--- config.mk ---
export PLATFORM = sky130hd
export DESIGN_NAME = uart_rx_os_flat
export DESIGN_NICKNAME = d
export VERILOG_FILES = /design/src/rtl/uart_rx_if.sv /design/src/rtl/uart_rx_os.sv /design/src/flat_wrapper.sv
export SDC_FILE = /design/constraint.sdc
export NUM_CORES = 1
export LEC_CHECK = 0
export ABC_AREA = 1
export CORE_ASPECT_RATIO = 0.9
export CORE_MARGIN = 2
export CORE_UTILIZATION = 50
export DETAILED_ROUTE_END_ITERATION = 10
export GPL_TIMING_DRIVEN = 0
export PLACE_DENSITY = 0.81
export SYNTH_ARGS = -nofsm -noshare
export SYNTH_HDL_FRONTEND = slang
export SYNTH_SLANG_ARGS = --single-unit
export TNS_END_PERCENT = 10
--- constraint.sdc ---
create_clock -name clk -period 2.3 [get_ports clk]
set_input_delay 0.23 -clock clk [delete_from_list [all_inputs] [get_ports clk]]
set_output_delay 0.23 -clock clk [all_outputs]
set_load 0.01 [all_outputs]
--- src/rtl/uart_rx_if.sv ---
// Output word channel of the oversampling UART receiver: the held word, its status flags
// and the valid/ready handshake.
interface uart_rx_if #(
  parameter int DATA_BITS = 8
);
  logic [DATA_BITS-1:0] data_out;
  logic                 data_valid;
  logic                 data_ready;
  logic                 parity_err;
  logic                 frame_err;
  logic                 overrun_err;

  modport master (
    output data_out, data_valid, parity_err, frame_err, overrun_err,
    input  data_ready
  );

  modport slave (
    input  data_out, data_valid, parity_err, frame_err, overrun_err,
    output data_ready
  );
endinterface

--- src/rtl/uart_rx_os.sv ---
// Oversampling UART receiver with majority-vote bit decisions, configurable framing and a
// valid/ready output register that carries parity, framing and overrun status per word.
module uart_rx_os #(
  parameter int CLK_FREQ   = 100000000,
  parameter int BAUD_RATE  = 9600,
  parameter int OVERSAMPLE = 16,
  parameter int DATA_BITS  = 8,
  parameter int PARITY     = 0,
  parameter int STOP_BITS  = 1
) (
  input  logic      clk,
  input  logic      rst,
  input  logic      rx_en,
  input  logic      rx,
  output logic      busy,
  uart_rx_if.master bus
);

  localparam int DIV   = CLK_FREQ / (BAUD_RATE * OVERSAMPLE);
  localparam int DIV_W = (DIV > 1) ? $clog2(DIV) : 1;
  localparam int PH_W  = $clog2(OVERSAMPLE);

  localparam logic [DIV_W-1:0] DIV_LAST  = DIV_W'(DIV - 1);
  localparam logic [PH_W-1:0]  PH_LAST   = PH_W'(OVERSAMPLE - 1);
  localparam logic [PH_W-1:0]  PH_A      = PH_W'(OVERSAMPLE / 2 - 1);
  localparam logic [PH_W-1:0]  PH_B      = PH_W'(OVERSAMPLE / 2);
  localparam logic [PH_W-1:0]  PH_C      = PH_W'(OVERSAMPLE / 2 + 1);
  localparam logic [3:0]       IDX_LAST  = 4'(DATA_BITS - 1);
  localparam logic             STOP_LAST = 1'(STOP_BITS - 1);
  localparam logic             ODD       = (PARITY == 2);

  typedef enum logic [2:0] {
    S_IDLE,
    S_START,
    S_DATA,
    S_PAR,
    S_STOP
  } state_t;

  state_t state, state_nxt;

  logic                 rx_p0, rx_s, rx_s_d;
  logic [DIV_W-1:0]     div_cnt;
  logic [PH_W-1:0]      ph;
  logic [3:0]           idx;
  logic                 stop_idx;
  logic                 smp_a, smp_b;
  logic [DATA_BITS-1:0] sr;
  logic                 perr, ferr;

  logic tick, decide, bit_val, start_det, done, accept, load;

  function automatic logic maj3(input logic a, input logic b, input logic c);
    return (a & b) | (a & c) | (b & c);
  endfunction

  assign tick      = (div_cnt == DIV_LAST);
  assign decide    = tick && (ph == PH_C) && (state != S_IDLE);
  assign bit_val   = maj3(smp_a, smp_b, rx_s);
  assign start_det = (state == S_IDLE) && rx_en && rx_s_d && !rx_s;
  assign done      = (state == S_STOP) && decide && (stop_idx == STOP_LAST);
  assign accept    = bus.data_valid && bus.data_ready;
  assign load      = done && (!bus.data_valid || accept);
  assign busy      = (state != S_IDLE);

  // Input synchroniser; rx_s_d gives the falling-edge reference for start detection
  always_ff @(posedge clk) begin
    if (rst) begin
      rx_p0  <= 1'b1;
      rx_s   <= 1'b1;
      rx_s_d <= 1'b1;
    end else begin
      rx_p0  <= rx;
      rx_s   <= rx_p0;
      rx_s_d <= rx_s;
    end
  end

  // Tick divider, re-phased at every start edge so bit sampling aligns to the frame
  always_ff @(posedge clk) begin
    if (rst || start_det || tick) div_cnt <= '0;
    else                          div_cnt <= div_cnt + 1'b1;
  end

  always_ff @(posedge clk) begin
    if (rst) state <= S_IDLE;
    else     state <= state_nxt;
  end

  always_comb begin
    state_nxt = state;
    case (state)
      S_IDLE:  if (start_det) state_nxt = S_START;
      S_START: if (decide) state_nxt = bit_val ? S_IDLE : S_DATA;
      S_DATA:  if (decide && (idx == IDX_LAST)) state_nxt = (PARITY != 0) ? S_PAR : S_STOP;
      S_PAR:   if (decide) state_nxt = S_STOP;
      S_STOP:  if (done) state_nxt = S_IDLE;
      default: state_nxt = S_IDLE;
    endcase
  end

  // Bit-level counters and frame flags
  always_ff @(posedge clk) begin
    if (rst) begin
      ph       <= '0;
      idx      <= '0;
      stop_idx <= 1'b0;
      perr     <= 1'b0;
      ferr     <= 1'b0;
    end else if (state == S_IDLE) begin
      ph       <= '0;
      idx      <= '0;
      stop_idx <= 1'b0;
      if (start_det) begin
        perr <= 1'b0;
        ferr <= 1'b0;
      end
    end else if (tick) begin
      ph <= (ph == PH_LAST) ? '0 : ph + 1'b1;
      if (decide) begin
        case (state)
          S_DATA:  idx <= idx + 4'd1;
          S_PAR:   perr <= ((^sr) ^ bit_val) != ODD;
          S_STOP: begin
            ferr     <= ferr | ~bit_val;
            stop_idx <= stop_idx + 1'b1;
          end
          default: ;
        endcase
      end
    end
  end

  // Sample and shift datapath; LSB arrives first, so shifting right lands bit 0 at sr[0]
  always_ff @(posedge clk) begin
    if (tick && (ph == PH_A)) smp_a <= rx_s;
    if (tick && (ph == PH_B)) smp_b <= rx_s;
    if ((state == S_DATA) && decide) sr <= {bit_val, sr[DATA_BITS-1:1]};
  end

  // Output register: a completion arriving while a word is still held only marks overrun
  always_ff @(posedge clk) begin
    if (rst) begin
      bus.data_out    <= '0;
      bus.data_valid  <= 1'b0;
      bus.parity_err  <= 1'b0;
      bus.frame_err   <= 1'b0;
      bus.overrun_err <= 1'b0;
    end else if (load) begin
      bus.data_out    <= sr;
      bus.data_valid  <= 1'b1;
      bus.parity_err  <= perr;
      bus.frame_err   <= ferr | ~bit_val;
      bus.overrun_err <= 1'b0;
    end else if (done) begin
      bus.overrun_err <= 1'b1;
    end else if (accept) begin
      bus.data_valid  <= 1'b0;
      bus.parity_err  <= 1'b0;
      bus.frame_err   <= 1'b0;
      bus.overrun_err <= 1'b0;
    end
  end

endmodule
--- src/flat_wrapper.sv ---
// flat-port wrapper written by rule: the top's interface ports become plain ports
module uart_rx_os_flat 
#(
  parameter int CLK_FREQ   = 100000000,
  parameter int BAUD_RATE  = 9600,
  parameter int OVERSAMPLE = 16,
  parameter int DATA_BITS  = 8,
  parameter int PARITY     = 0,
  parameter int STOP_BITS  = 1
)
  (clk, rst, rx_en, rx, busy, bus_data_out, bus_data_valid, bus_parity_err, bus_frame_err, bus_overrun_err, bus_data_ready);
  uart_rx_if #(.DATA_BITS(DATA_BITS)) bus_i ();
  input  logic clk;
  input  logic rst;
  input  logic rx_en;
  input  logic rx;
  output logic busy;
  output wire logic [$bits(bus_i.data_out)-1:0] bus_data_out;
  output wire logic [$bits(bus_i.data_valid)-1:0] bus_data_valid;
  output wire logic [$bits(bus_i.parity_err)-1:0] bus_parity_err;
  output wire logic [$bits(bus_i.frame_err)-1:0] bus_frame_err;
  output wire logic [$bits(bus_i.overrun_err)-1:0] bus_overrun_err;
  input wire logic [$bits(bus_i.data_ready)-1:0] bus_data_ready;
  assign bus_data_out = bus_i.data_out;
  assign bus_data_valid = bus_i.data_valid;
  assign bus_parity_err = bus_i.parity_err;
  assign bus_frame_err = bus_i.frame_err;
  assign bus_overrun_err = bus_i.overrun_err;
  assign bus_i.data_ready = bus_data_ready;
  uart_rx_os #(.CLK_FREQ(CLK_FREQ), .BAUD_RATE(BAUD_RATE), .OVERSAMPLE(OVERSAMPLE), .DATA_BITS(DATA_BITS), .PARITY(PARITY), .STOP_BITS(STOP_BITS)) u_core (.clk(clk), .rst(rst), .rx_en(rx_en), .rx(rx), .busy(busy), .bus(bus_i));
endmodule
==> run summary <==
DIE HEIGHT = 67.7 um
Skew final = 9.04 ps
Critical path arrival = 2040 ps
RSZ-0062 raised after global routing = no
Slew at the pin closest to its max-slew limit = 467 ps
Sequential share of the synthesized area = 47.9%
Logic pwr share = 15.2%
Share of cells above drive strength 1 = 10.8%
Fin nets = 316
# setup viols final = 0
Drt via density = 4.90
Core area = 4400 sq um
YS warnings = 0
Final GP Congestion = 0.793
# DRC = 0
Setup TNS = 0 ps
Crit path cell chain = inv_1 -> ha_1 -> nand2_1 -> nor2_2 -> nand3_2 -> inv_2 -> nand2_2 -> nor2_4 -> nand2_1 -> o21ai_0 -> a21oi_1
Crit-path max FO = 12
Vias in the first global route = 1,618
Critical Path Source Type = flop
Biggest area consumer among synthesized cells = dfxtp_1
Ranking of synthesized cells by area = dfxtp_1 35%, edfxtp_1 13%, nand2_1 7.6%
Reg area = 1080 sq um
Syn avg cell area = 8.00 sq um
CTS buffer count = 5
Setup CP Type = reg -> reg
Global-route wire length before repair = 6.84 mm
Largest net degree at the start of global routing = 17
Setup bufs post-CTS = 0
Die area = 5070 sq um
Final hold vios = 0
Design Area, Final = 2620 sq um
Fmax = 544 MHz
Longest Clk Path Bufs = 2
Max_cap viols = 0
Post-Syn Instances = 282
CTS clk-pin slew, worst paths = 90 ps
CP most frequent cell = nand2_1
Max incr delay on CP = 370 ps
Fin crit period = 1840 ps
Sw Share = 27.4%
Average routed wire per standard cell = 10.9 um
Clock net sink count = 49
Via count = 1,805
Crit end category = flop
Synth Register Bits = 49
Htree depth = 2
Req. time, crit path = 2500 ps
First-pass detailed-route iteration total = 4
Initial antenna violation count = 0
Grt ovf = 0
Pwr Density = 693 nW/um^2
Ant diodes = 0
Clk pwr share = 34.0%
Yosys top cell area share = 34.6%
Initial core utilization = 51.3%
PortBufs = 16
Slew HR = 68.9%
CTS tree = built
Die Wd = 74.8 um
Fin crit share = 79.9%
Fillers = 387
Internal power = 1.32 mW
Count of different cell masters after synthesis = 33
Synthesized cell area = 2260 sq um
CTS Root Cell = clkbuf_8
WL final = 4.01 mm
IO Count = 18
Area after DPL = 2490 sq um
Site row count = 23
Multi-input gate area = 1010 sq um
Final ANT Viol Nets = 0
Final Slew Violations = 0
Commonest non-fill, non-tap cell in the layout = nand2_1
Starting DRT DRC Count = 70
Syn Nets = 293
Status = completed
Leak = 0.973 nW
Area grow syn2layout = 15.9%
Sw power = 0.496 mW
Sequential power share = 50.8%
Worst-Skew Late Latency = 310 ps
All-Layer GR Usage = 18.1%
Crit-path slowest cell = dfxtp_1
Worst VDD drop = 0.330 mV
Hpwl dp = 3.04 mm
Most frequent cells in the layout = 46 x nand2_1, 44 x nor2_1, 39 x dfxtp_1
HP Class = in -> reg
-- layout make-up --
class	count	share of cell area, %
sequential	49	41.3
multi-input combinational	190	38.6
timing repair buffer	16	6.12
inverter	40	5.79
tap	62	2.97
clock buffer	5	2.63
clock inverter	3	1.77
buffer	3	0.766
-- worst paths after layout --
path / from / endpoint / slack [ps] / cells after the start
hold reg to reg: u_core.rx_p0 / u_core.rx_s / 410 / 1
setup / recovery: u_core.div_cnt[0] / u_core.idx[3] / 460 / 11
hold / removal: rst / u_core.bus.parity_err / 320 / 2
setup reg to reg: u_core.div_cnt[0] / u_core.idx[3] / 460 / 11
-- power by group through the flow --
stage               clock [mW]  combinational [mW]  sequential, mW
floorplan                    0               0.196           0.934
global placement             0               0.267           0.939
detailed placement           0               0.272           0.940
CTS                      0.631               0.274           0.920
global route             0.658               0.326           0.925
finish                   0.616               0.275           0.921
-- per-layer routing --
metal	vias to the layer above	track usage, %	routed length [um]
li1	960	-	-
met3	5	4.03	96
met4	0	8.71	57
met1	817	22.0	2030
met5	-	0	0
met2	23	30.0	1830
-- cells by family (layout without fill, tap and decap cells) --
kind of cell | Yosys count | count (layout) | synth area share, %
xor+xnor | 4 | 4 | 1.55
compound gates | 41 | 41 | 10.0
flops | 49 | 49 | 47.9
buf+inv | 43 | 67 | 7.59
simple gates | 138 | 138 | 29.2
fa+ha+maj | 7 | 7 | 3.77
-- sequential cells by signal, indices dropped and copies added (netlist names) --
name and count:
u_core.smp_b 1, u_core.rx_p0 1, u_core.ph 4, u_core.div_cnt 10, u_core.bus.frame_err 1, u_core.state 3, u_core.smp_a 1, u_core.idx 4
u_core.rx_s_d 1, u_core.perr 1, u_core.bus.parity_err 1, u_core.bus.data_out 8, u_core.bus.data_valid 1, u_core.bus.overrun_err 1, u_core.ferr 1, u_core.sr 8
u_core.rx_s 1, u_core.stop_idx 1
-- what timing repair did --
action / in CTS / in global routing
endpoints found under the setup margin: 0 / 1
hold buffers: 0 / 0
gates resized for setup: 0 / 1
-- cells in the mapped netlist --
cell type,count
buf_6,1
o21a_1,2
nor2_4,2
a211oi_1,2
nor2_2,3
nor2_1,44
nand3_1,12
a31oi_1,1
edfxtp_1,10
nand3_2,2
a21oi_1,17
nor3_1,3
buf_2,1
inv_2,3
nand2_2,4
nor3b_1,5
inv_1,36
a21oi_2,2
clkbuf_1,1
o21ai_0,15
nand4_1,8
maj3_1,1
o21bai_1,1
xnor2_1,3
xor2_1,1
nand2_1,46
o21ai_1,1
clkinv_2,1
ha_1,6
or2_2,5
nand3b_1,3
nand3_4,1
dfxtp_1,39
-- critical path, delay by kind of cell (launching register included) --
| family | cells | cell delay (ps) |
|---|---|---|
| buf+inv | 2 | 170 |
| flops | 1 | 370 |
| fa+ha+maj | 1 | 210 |
| simple gates | 6 | 780 |
| compound gates | 2 | 210 |
-- stage by stage --
step / util [%] / power (mW) / setup slack, ps / hold WS [ps] / instances
6_report: 59.4 / 1.81 / 461 / 325 / 368
5_1_grt: 59.4 / 1.91 / 206 / 347 / 368
4_1_cts: 59.3 / 1.82 / 249 / 329 / 368
3_5_place_dp: 56.7 / 1.21 / 258 / 395 / 360
3_3_place_gp: 56.7 / 1.21 / 301 / 394 / 360
2_1_floorplan: - / 1.13 / 622 / 334 / 282
Note: power is estimated with default switching activity, not from simulation.
